[src/rtl/puf_req_arbiter.sv]
// Round-robin arbiter that shares one puf128 instance among NREQ requesters.
// Optional one-entry response cache enabled by defining PUF_ARB_CACHE_EN.
module puf_req_arbiter #(
  parameter int NREQ    = 4,
  parameter int TIMEOUT = 1023,
  parameter int RST_CYC = 2
) (
  input  logic                 clk,
  input  logic                 rst,
  input  logic [NREQ-1:0]      req,
  input  logic [16*NREQ-1:0]   chal,
  output logic [NREQ-1:0]      gnt,
  output logic [NREQ-1:0]      rsp_valid,
  output logic [127:0]         rsp_data,
  output logic                 rsp_err,
  input  logic                 rsp_ack,
  output logic                 busy,
  output logic                 puf_rst,
  output logic [15:0]          puf_c,
  input  logic [127:0]         puf_out,
  input  logic                 puf_done
);

  localparam int IW = (NREQ > 1) ? $clog2(NREQ) : 1;
  localparam int TW = $clog2(TIMEOUT + 1);
  localparam int RW = $clog2(RST_CYC + 1);
  localparam int CW = (TW > RW) ? TW : RW;

  typedef enum logic [1:0] {S_IDLE, S_START, S_WAIT, S_DELIVER} state_e;

  state_e           state_q, state_d;
  logic [CW-1:0]    cnt_q, cnt_d;
  logic [IW-1:0]    ptr_q, ptr_d;
  logic [IW-1:0]    idx_q, idx_d;
  logic [NREQ-1:0]  sel_q, sel_d;
  logic [NREQ-1:0]  gnt_q, gnt_d;
  logic [15:0]      puf_c_q, puf_c_d;
  logic [127:0]     data_q, data_d;
  logic             err_q, err_d;

`ifdef PUF_ARB_CACHE_EN
  logic             hit_q, hit_d;
  logic             cache_vld_q, cache_vld_d;
  logic [15:0]      cache_chal_q, cache_chal_d;
  logic [127:0]     cache_data_q, cache_data_d;
`endif

  // Rotate requests so bit 0 is the pointer position, then take the first set bit.
  logic [2*NREQ-1:0] req_rot2;
  logic [NREQ-1:0]   req_rot;
  logic              win_found;
  logic [IW-1:0]     win_off;
  logic [IW:0]       win_sum;
  logic [IW-1:0]     win_idx;
  logic [NREQ-1:0]   win_oh;
  logic [16*NREQ-1:0] chal_sh;
  logic [15:0]       win_chal;

  // NOTE: every signal assigned in a combinational block gets a default first,
  // so no path leaves it unassigned and no latch is inferred.
  always_comb begin
    req_rot2  = {req, req} >> ptr_q;
    req_rot   = req_rot2[NREQ-1:0];
    win_found = 1'b0;
    win_off   = '0;
    for (int k = 0; k < NREQ; k++) begin
      if (!win_found && req_rot[k]) begin
        win_found = 1'b1;
        win_off   = IW'(k);
      end
    end
    win_sum  = {1'b0, ptr_q} + {1'b0, win_off};
    win_idx  = (win_sum >= (IW+1)'(NREQ)) ? IW'(win_sum - (IW+1)'(NREQ)) : IW'(win_sum);
    win_oh   = NREQ'(1) << win_idx;
    chal_sh  = chal >> {win_idx, 4'b0000};
    win_chal = chal_sh[15:0];
  end

  // NOTE: state registers use non-blocking assignments so every flop samples
  // pre-edge values regardless of statement order.
  always_ff @(posedge clk) begin
    if (rst) begin
      state_q <= S_IDLE;
      cnt_q   <= '0;
      ptr_q   <= '0;
      idx_q   <= '0;
      sel_q   <= '0;
      gnt_q   <= '0;
      puf_c_q <= '0;
      data_q  <= '0;
      err_q   <= 1'b0;
    end else begin
      state_q <= state_d;
      cnt_q   <= cnt_d;
      ptr_q   <= ptr_d;
      idx_q   <= idx_d;
      sel_q   <= sel_d;
      gnt_q   <= gnt_d;
      puf_c_q <= puf_c_d;
      data_q  <= data_d;
      err_q   <= err_d;
    end
  end

`ifdef PUF_ARB_CACHE_EN
  // NOTE: only the valid bit needs reset; the stored challenge and response
  // are never observed while it is clear.
  always_ff @(posedge clk) begin
    if (rst) begin
      hit_q       <= 1'b0;
      cache_vld_q <= 1'b0;
    end else begin
      hit_q       <= hit_d;
      cache_vld_q <= cache_vld_d;
    end
  end

  always_ff @(posedge clk) begin
    cache_chal_q <= cache_chal_d;
    cache_data_q <= cache_data_d;
  end
`endif

  always_comb begin
    state_d = state_q;
    cnt_d   = cnt_q;
    ptr_d   = ptr_q;
    idx_d   = idx_q;
    sel_d   = sel_q;
    gnt_d   = '0;
    puf_c_d = puf_c_q;
    data_d  = data_q;
    err_d   = err_q;
`ifdef PUF_ARB_CACHE_EN
    hit_d        = hit_q;
    cache_vld_d  = cache_vld_q;
    cache_chal_d = cache_chal_q;
    cache_data_d = cache_data_q;
`endif
    case (state_q)
      S_IDLE: begin
        if (win_found) begin
          gnt_d   = win_oh;
          sel_d   = win_oh;
          idx_d   = win_idx;
          puf_c_d = win_chal;
          cnt_d   = '0;
          state_d = S_START;
`ifdef PUF_ARB_CACHE_EN
          hit_d   = cache_vld_q && (cache_chal_q == win_chal);
`endif
        end
      end
      S_START: begin
`ifdef PUF_ARB_CACHE_EN
        // A hit skips the PUF entirely; puf_rst never drops.
        if (hit_q) begin
          data_d  = cache_data_q;
          err_d   = 1'b0;
          state_d = S_DELIVER;
        end else
`endif
        if (cnt_q == CW'(RST_CYC - 1)) begin
          cnt_d   = '0;
          state_d = S_WAIT;
        end else begin
          cnt_d = cnt_q + CW'(1);
        end
      end
      S_WAIT: begin
        cnt_d = cnt_q + CW'(1);
        if (puf_done) begin
          data_d  = puf_out;
          err_d   = 1'b0;
          state_d = S_DELIVER;
`ifdef PUF_ARB_CACHE_EN
          cache_vld_d  = 1'b1;
          cache_chal_d = puf_c_q;
          cache_data_d = puf_out;
`endif
        end else if (cnt_q == CW'(TIMEOUT - 1)) begin
          data_d  = '0;
          err_d   = 1'b1;
          state_d = S_DELIVER;
        end
      end
      S_DELIVER: begin
        if (rsp_ack) begin
          ptr_d   = (idx_q == IW'(NREQ - 1)) ? '0 : idx_q + IW'(1);
          state_d = S_IDLE;
        end
      end
      default: state_d = S_IDLE;
    endcase
  end

  always_comb begin
    busy      = 1'b1;
    puf_rst   = 1'b1;
    rsp_valid = '0;
    case (state_q)
      S_IDLE:    busy = 1'b0;
      S_START:   ;
      S_WAIT:    puf_rst = 1'b0;
      S_DELIVER: rsp_valid = sel_q;
      default:   busy = 1'b0;
    endcase
  end

  assign gnt      = gnt_q;
  assign rsp_data = data_q;
  assign rsp_err  = err_q;
  assign puf_c    = puf_c_q;

endmodule

[config.mk]
export PLATFORM = sky130hd
export DESIGN_NAME = puf_req_arbiter
export DESIGN_NICKNAME = d
export VERILOG_FILES = /design/src/rtl/puf_req_arbiter.sv
export SDC_FILE = /design/constraint.sdc
export NUM_CORES = 1
export LEC_CHECK = 0
export BUFFER_PORTS_ARGS = -buffer_cell sky130_fd_sc_hd__buf_2
export CORE_AREA = 4 4 134 136
export DETAILED_ROUTE_END_ITERATION = 10
export DIE_AREA = 0 0 138 140
export HOLD_SLACK_MARGIN = 0.1
export PLACE_DENSITY = 0.72
export SLEW_MARGIN = 20
export SYNTH_ARGS = -nofsm -noshare
export SYNTH_HDL_FRONTEND = slang
export SYNTH_SLANG_ARGS = --single-unit
export TNS_END_PERCENT = 100
[constraint.sdc]
create_clock -name clk -period 3.94 [get_ports clk]
set_input_delay 0.788 -clock clk [delete_from_list [all_inputs] [get_ports clk]]
set_output_delay 0.788 -clock clk [all_outputs]
set_load 0.1 [all_outputs]
* After elaboration in Yosys (flattened, before gate mapping)
Index checks and enable logic that the tools add are counted.
** Word-level totals
- Input bits :: 200
- Memories kept :: 0
- Logic and storage cells :: 69
- Register bits after elaboration :: 169
- Output and inout port bits :: 155
- Bits in latches :: 0
- Memory bits (writable) :: 0
- ROM bits :: 0
** Cells by class
- Equality and inequality tests :: 10
- Magnitude comparators :: 1
- Reductions and logical operators :: 15
- $add $sub $neg :: 4
- Divide/modulo/power cells :: 0
- Multiplexer cells :: 25
- Multiply operators :: 0
- Bitwise gates (word level) :: 2
- Shift-type cells :: 3
** Operator list (count)
- 2-to-1 mux 128 bit :: 2
- right shift 64 x 6 -> 16 bit :: 1
- case mux 10 bit (3 select lines) :: 1
- 2-to-1 mux 10 bit :: 2
- 2-to-1 mux 2 bit :: 9
- adder 10 x 1 -> 10 bit, second input constant :: 1
- == test 10 x 1 -> 1 bit, second input constant :: 1
- == test 10 bit, second input constant :: 1
- 2-to-1 mux 1 bit :: 9
- case mux 2 bit (4 select lines) :: 1
- AND reduction 2 bit :: 4
- right shift 8 x 2 -> 4 bit :: 1
- == test 2 bit, second input constant :: 3
- != test 2 bit, second input constant :: 3
- 2-to-1 mux 4 bit :: 1
- AND reduction 4 bit :: 1
- << shifter 1 x 2 -> 4 bit, first input constant :: 1
- adder 2 x 2 -> 3 bit :: 1
- greater-or-equal comparator 3 bit, second input constant :: 1
- logical AND 1 bit :: 3
- zero test 1 bit :: 3
- != test 3 bit, second input constant :: 1
- nonzero test 3 bit :: 1
- OR reduction 3 bit :: 1
- 6 further kinds :: 7

* Longest topological paths before layout
- Depth after elaboration :: 15
- Mapped depth :: 13
- Gate-level depth less buffers :: 10

* Worst setup path after synthesis
OpenSTA, ideal clock, no wires.
- Path type :: input port to flip-flop
- Start :: input req[0]
- End :: register puf_c_q[0] (netlist: puf_c[0])
- Setup time :: 0.128 ns
- Cell stages on the path :: 8
- Data arrival time :: 2.774 ns
- Data required time :: 3.812 ns
- Path buffers :: 3
- Slack :: 1.039 ns
- Cells stage by stage :: clkbuf_2 -> or4_1 -> o2111ai_1 -> ha_1 -> clkbuf_1 -> clkbuf_1 -> mux2i_1 -> o221ai_2
** On the way
- Cells in the longest elaborated chain, start to end :: 15
- Elaborated cells on any way between the ends :: 20
- Those cells by class :: add/sub (2); order compare (1); shift (2); mux (8); reduce/logical (7)
** Ends and longest elaborated chain
- start: declaration :: RTL line 10 : input logic [NREQ-1:0] req,
- right shift 8 x 2 -> 4 bit (*) :: RTL line 62 : req_rot2 = {req, req} >> ptr_q;
- 2-to-1 mux 1 bit :: RTL line 67 : if (!win_found && req_rot[k]) begin
- zero test 1 bit :: RTL line 67
- logical AND 1 bit :: RTL line 67
- 2-to-1 mux 1 bit :: RTL line 67
- zero test 1 bit :: RTL line 67
- logical AND 1 bit :: RTL line 67
- 2-to-1 mux 1 bit :: RTL line 67
- zero test 1 bit :: RTL line 67
- logical AND 1 bit :: RTL line 67
- 2-to-1 mux 2 bit (*) :: RTL line 67
- adder 2 x 2 -> 3 bit (*) :: RTL line 72 : win_sum = {1'b0, ptr_q} + {1'b0, win_off};
- greater-or-equal comparator 3 bit or subtractor 2 x 1 -> 2 bit (tied branches) :: RTL line 73 : win_idx = (win_sum >= (IW+1)'(NREQ)) ? IW'(win_sum - (IW+1)'(NREQ)) : IW'(win_sum);
- 2-to-1 mux 2 bit (*) :: RTL line 73
- named net win_idx[0] :: RTL line 54 : logic [IW-1:0] win_idx;
- right shift 64 x 6 -> 16 bit (*) :: RTL line 75 : chal_sh = chal >> {win_idx, 4'b0000};
- end signal: assignment :: RTL line 99 : puf_c_q <= puf_c_d;
- end: declaration :: RTL line 37 : logic [15:0] puf_c_q, puf_c_d;
The timed path passes the listed nets; every way through them passes the cells marked *.
A chain may end at the register's enable or synchronous reset.

* Worst setup path in the final report
- Start :: input req[0]
- End :: register puf_c_q[4] (netlist: puf_c[4])
** On the way
- Cells in the longest elaborated chain, start to end :: 15
- Elaborated cells on any way between the ends :: 20
- Those cells by class :: add/sub (2); order compare (1); shift (2); mux (8); reduce/logical (7)
** Ends and longest elaborated chain (RTL line)
- right shift 8 x 2 -> 4 bit (*) :: 62
- 2-to-1 mux 1 bit :: 67
- zero test 1 bit :: 67
- logical AND 1 bit :: 67
- 2-to-1 mux 1 bit :: 67
- zero test 1 bit :: 67
- logical AND 1 bit :: 67
- 2-to-1 mux 1 bit :: 67
- zero test 1 bit :: 67
- logical AND 1 bit :: 67
- 2-to-1 mux 2 bit :: 67
- adder 2 x 2 -> 3 bit :: 72
- greater-or-equal comparator 3 bit or subtractor 2 x 1 -> 2 bit (tied branches) :: 73
- 2-to-1 mux 2 bit :: 73
- right shift 64 x 6 -> 16 bit :: 75
Mark *: on every way between the ends. The rest lies on a longest branch, timed or not.

==> impl_metrics.tcl <==
set metrics [dict create \
    fp.dieH_um 140 \
    startpoint_type "input port" \
    dp_slack_ns 0.894 \
    relSlewSlack_pct 37.9 \
    drive_gt1_share_pct 40.7 \
    sw_frac_of_total_pct 45.6 \
    fill_cells 1566 \
    syn-num-nets 903 \
    core_um2 16900 \
    fin_crit_sh_pct 67.2 \
    required_ns 4.27 \
    num_antenna_cells 0 \
    synthMuxAreaShare_pct 6.16 \
    p_per_area_nw_per_um2 675 \
    cp_max_fo 8 \
    fin_area_um2 9020 \
    seq_area_frac_synth_pct 51.2 \
    ant_nets 0 \
    grt.overflow.total 0 \
    cts_made_buffers 17 \
    ys_warn_count 0 \
    die_w_um 138 \
    fmax_mhz 377 \
    start_util_pct 39.0 \
    status "completed" \
    grt_usage_pct 20.0 \
    h-tree-depth 4 \
    syn_area_um2 6600 \
    async_flop_share_pct 0 \
    dpl_cell_area_um2 8480 \
    routed_via_density 5.05 \
    vias 6312 \
    grt_start_max_net_pins 82 \
    finalSetupViolations 0 \
    post_cts_resized 0 \
    p_int_uw 3310 \
    final_cell_mix "buf_2, dfxtp_1, nor2_1, a22oi_1, nand2_1" \
    final_common_cell "buf_2" \
    globalplace.congestion 0.930 \
    synth_cell_types 46 \
    grt_use_met3_pct 6.15 \
    ios 355 \
    avgSynthCellArea_um2 9.53 \
    skew_ns 0.0114 \
    synth_compound_area_share_pct 20.2 \
    routedWlPerCell_um 16.3 \
    grt_busiest_layer "met2" \
    multi_input_area_um2 2930 \
    dr.first_iter.drc_count 365 \
    rows 48 \
    drc_errors 0 \
    gr-usage-met1_pct 25.1 \
    synthFlopType "dfxtp_1" \
    tightest_slew_ns 0.924 \
    yosys.area_share.simple_pct 14.2 \
    p_clk_share_pct 25.9 \
    worst_setup_path_end_kind "flip-flop" \
    hold_viol_final 0 \
    cts_tree "built" \
    drt_wl_total_um 20400 \
    p_leak_uw 0.00426 \
    synth_fa_ha_area_share_pct 1.89 \
    rsz0062_at_grt "no" \
    dpl.hpwl_um 14800 \
    crit_type "in2reg" \
    p_switching_uw 2770 \
    synth_edf_count 0 \
    synth_xor_area_share_pct 1.74 \
    die-area_um2 19300 \
    postCtsSetupBuffers 0 \
    vdd_drop_max_mv 0.462 \
    hp-class "reg2reg" \
    use_met2_pct 33.6 \
    grt_pass1_vias 6090 \
    dr.pass1.iters 6 \
    cts_sinks 169 \
    crit_arrival_ns 2.98 \
    setup-tns-final_ns 0 \
    ys_ff_latch 169 \
    port_buffers 354 \
    hold_ws_ns 0.445 \
    antenna_found_initial 1 \
    fin_ws_ns 1.29 \
    cap_viol_max_count 0 \
    seq_power_share_pct 33.3 \
    grt_pass1_wl_um 31800 \
    combPwrFrac_pct 40.8 \
    synth_cells 693 \
    post-route-util_pct 53.3 \
    nets 1224 \
    slew_violations 0 \
    post-route-min-period_ns 2.65 \
    cts_buffer_depth 2 \
    cts_root_buf "clkbuf_16" \
    seq_area_um2 3380 \
    area_growth_syn_to_layout_pct 36.6 \
    clk_latency_ns 0.41 \
    synth_top_family_by_area "compound AO/OA/AOI/OAI gates" \
    postCtsHoldBufs 0 \
    clk_pin_slew_worst_paths_ns 0.07 \
]
==> sequential cells by signal (all words and copies together) (netlist names) <==
name      flops
cnt_q        10
gnt           4
idx_q         2
ptr_q         2
puf_c        16
rsp_data    128
rsp_err       1
sel_q         4
state_q       2
==> routing by layer <==
layer  up-vias  part of all wire (%)
met3        24                   6.1
met2       211                    50
li1       3115                     -
met4         2                   1.4
met5         -                 0.064
met1      2960                    43
==> layout make-up <==
cell class | count | share of cell area [%]
flip-flops and latches | 169 | 37.5
multi-input cells | 457 | 32.5
repair buffers | 360 | 20.4
clock buffers | 17 | 4.72
well taps | 225 | 3.12
clock inverters | 13 | 1.33
inverters | 9 | 0.374
==> logic make-up (layout without fill, tap and decap cells) <==
logic type,count (synthesis),in the layout
AO/OA/AOI/OAI,173,173
XOR/XNOR,11,11
adder cells (fa/ha/maj),10,10
buffers and inverters,67,399
flip-flops,169,169
multiplexers,39,39
AND/OR/NAND/NOR,224,224
==> worst max-delay path, stage by stage <==
cell	delay [ns]
buf_2	0.15
or4_1	0.50
o2111ai_1	0.11
ha_1	0.21
xnor2_1	0.16
nor4_1	0.75
a22oi_1	0.17
o211ai_1	0.15
==> power by group through the flow <==
stage | Combinational, uW | Sequential [uW] | Clock, uW
floorplan | 844 | 3230 | 0
global placement | 2460 | 2060 | 0
detailed placement | 2480 | 2060 | 0
CTS | 2490 | 2030 | 1620
global route | 2610 | 2050 | 1690
finish | 2480 | 2030 | 1580
==> stage by stage <==
| step | instances | power [uW] |
|---|---|---|
| global placement | 1220 | 4520 |
| global route | 1250 | 6350 |
| detailed placement | 1220 | 4540 |
| CTS | 1250 | 6130 |
| floorplan | 693 | 4080 |
| finish | 1250 | 6090 |
==> path summary, 6_finish.rpt <==
| path | from | to | slack, ns | cells after the start |
|---|---|---|---|---|
| worst min register to register | sel_q[3] | sel_q[3] | 0.45 | 2 |
| worst max-delay path | req[0] | puf_c[4] | 1.29 | 8 |
| worst max register to register | ptr_q[0] | puf_c[4] | 1.35 | 7 |
| worst min-delay path | sel_q[3] | sel_q[3] | 0.45 | 2 |
==> cells in the mapped netlist (2+ instances only) <==
master	count	area share, %
nor3_1	3	0.23
xnor2_1	3	0.40
and3_1	2	0.19
xor2_1	7	0.93
nand4_1	3	0.28
a221oi_1	2	0.27
o211ai_1	8	0.91
dfxtp_1	169	51
inv_1	9	0.51
o221ai_1	4	0.53
a22oi_1	135	15
a211oi_1	2	0.23
clkbuf_1	48	2.7
nor2_1	158	9.0
and2_1	6	0.57
buf_6	3	0.51
o21ai_0	2	0.15
mux2i_1	26	3.9
nand3_1	2	0.15
nand2b_1	2	0.19
ha_1	10	1.9
nand2_1	36	2.0
o21ai_1	4	0.30
nor4_1	4	0.38
a21oi_1	4	0.30
mux2_2	13	2.2
o221ai_2	5	1.1
buf_2	5	0.38
(Power assumes the default switching activity.)
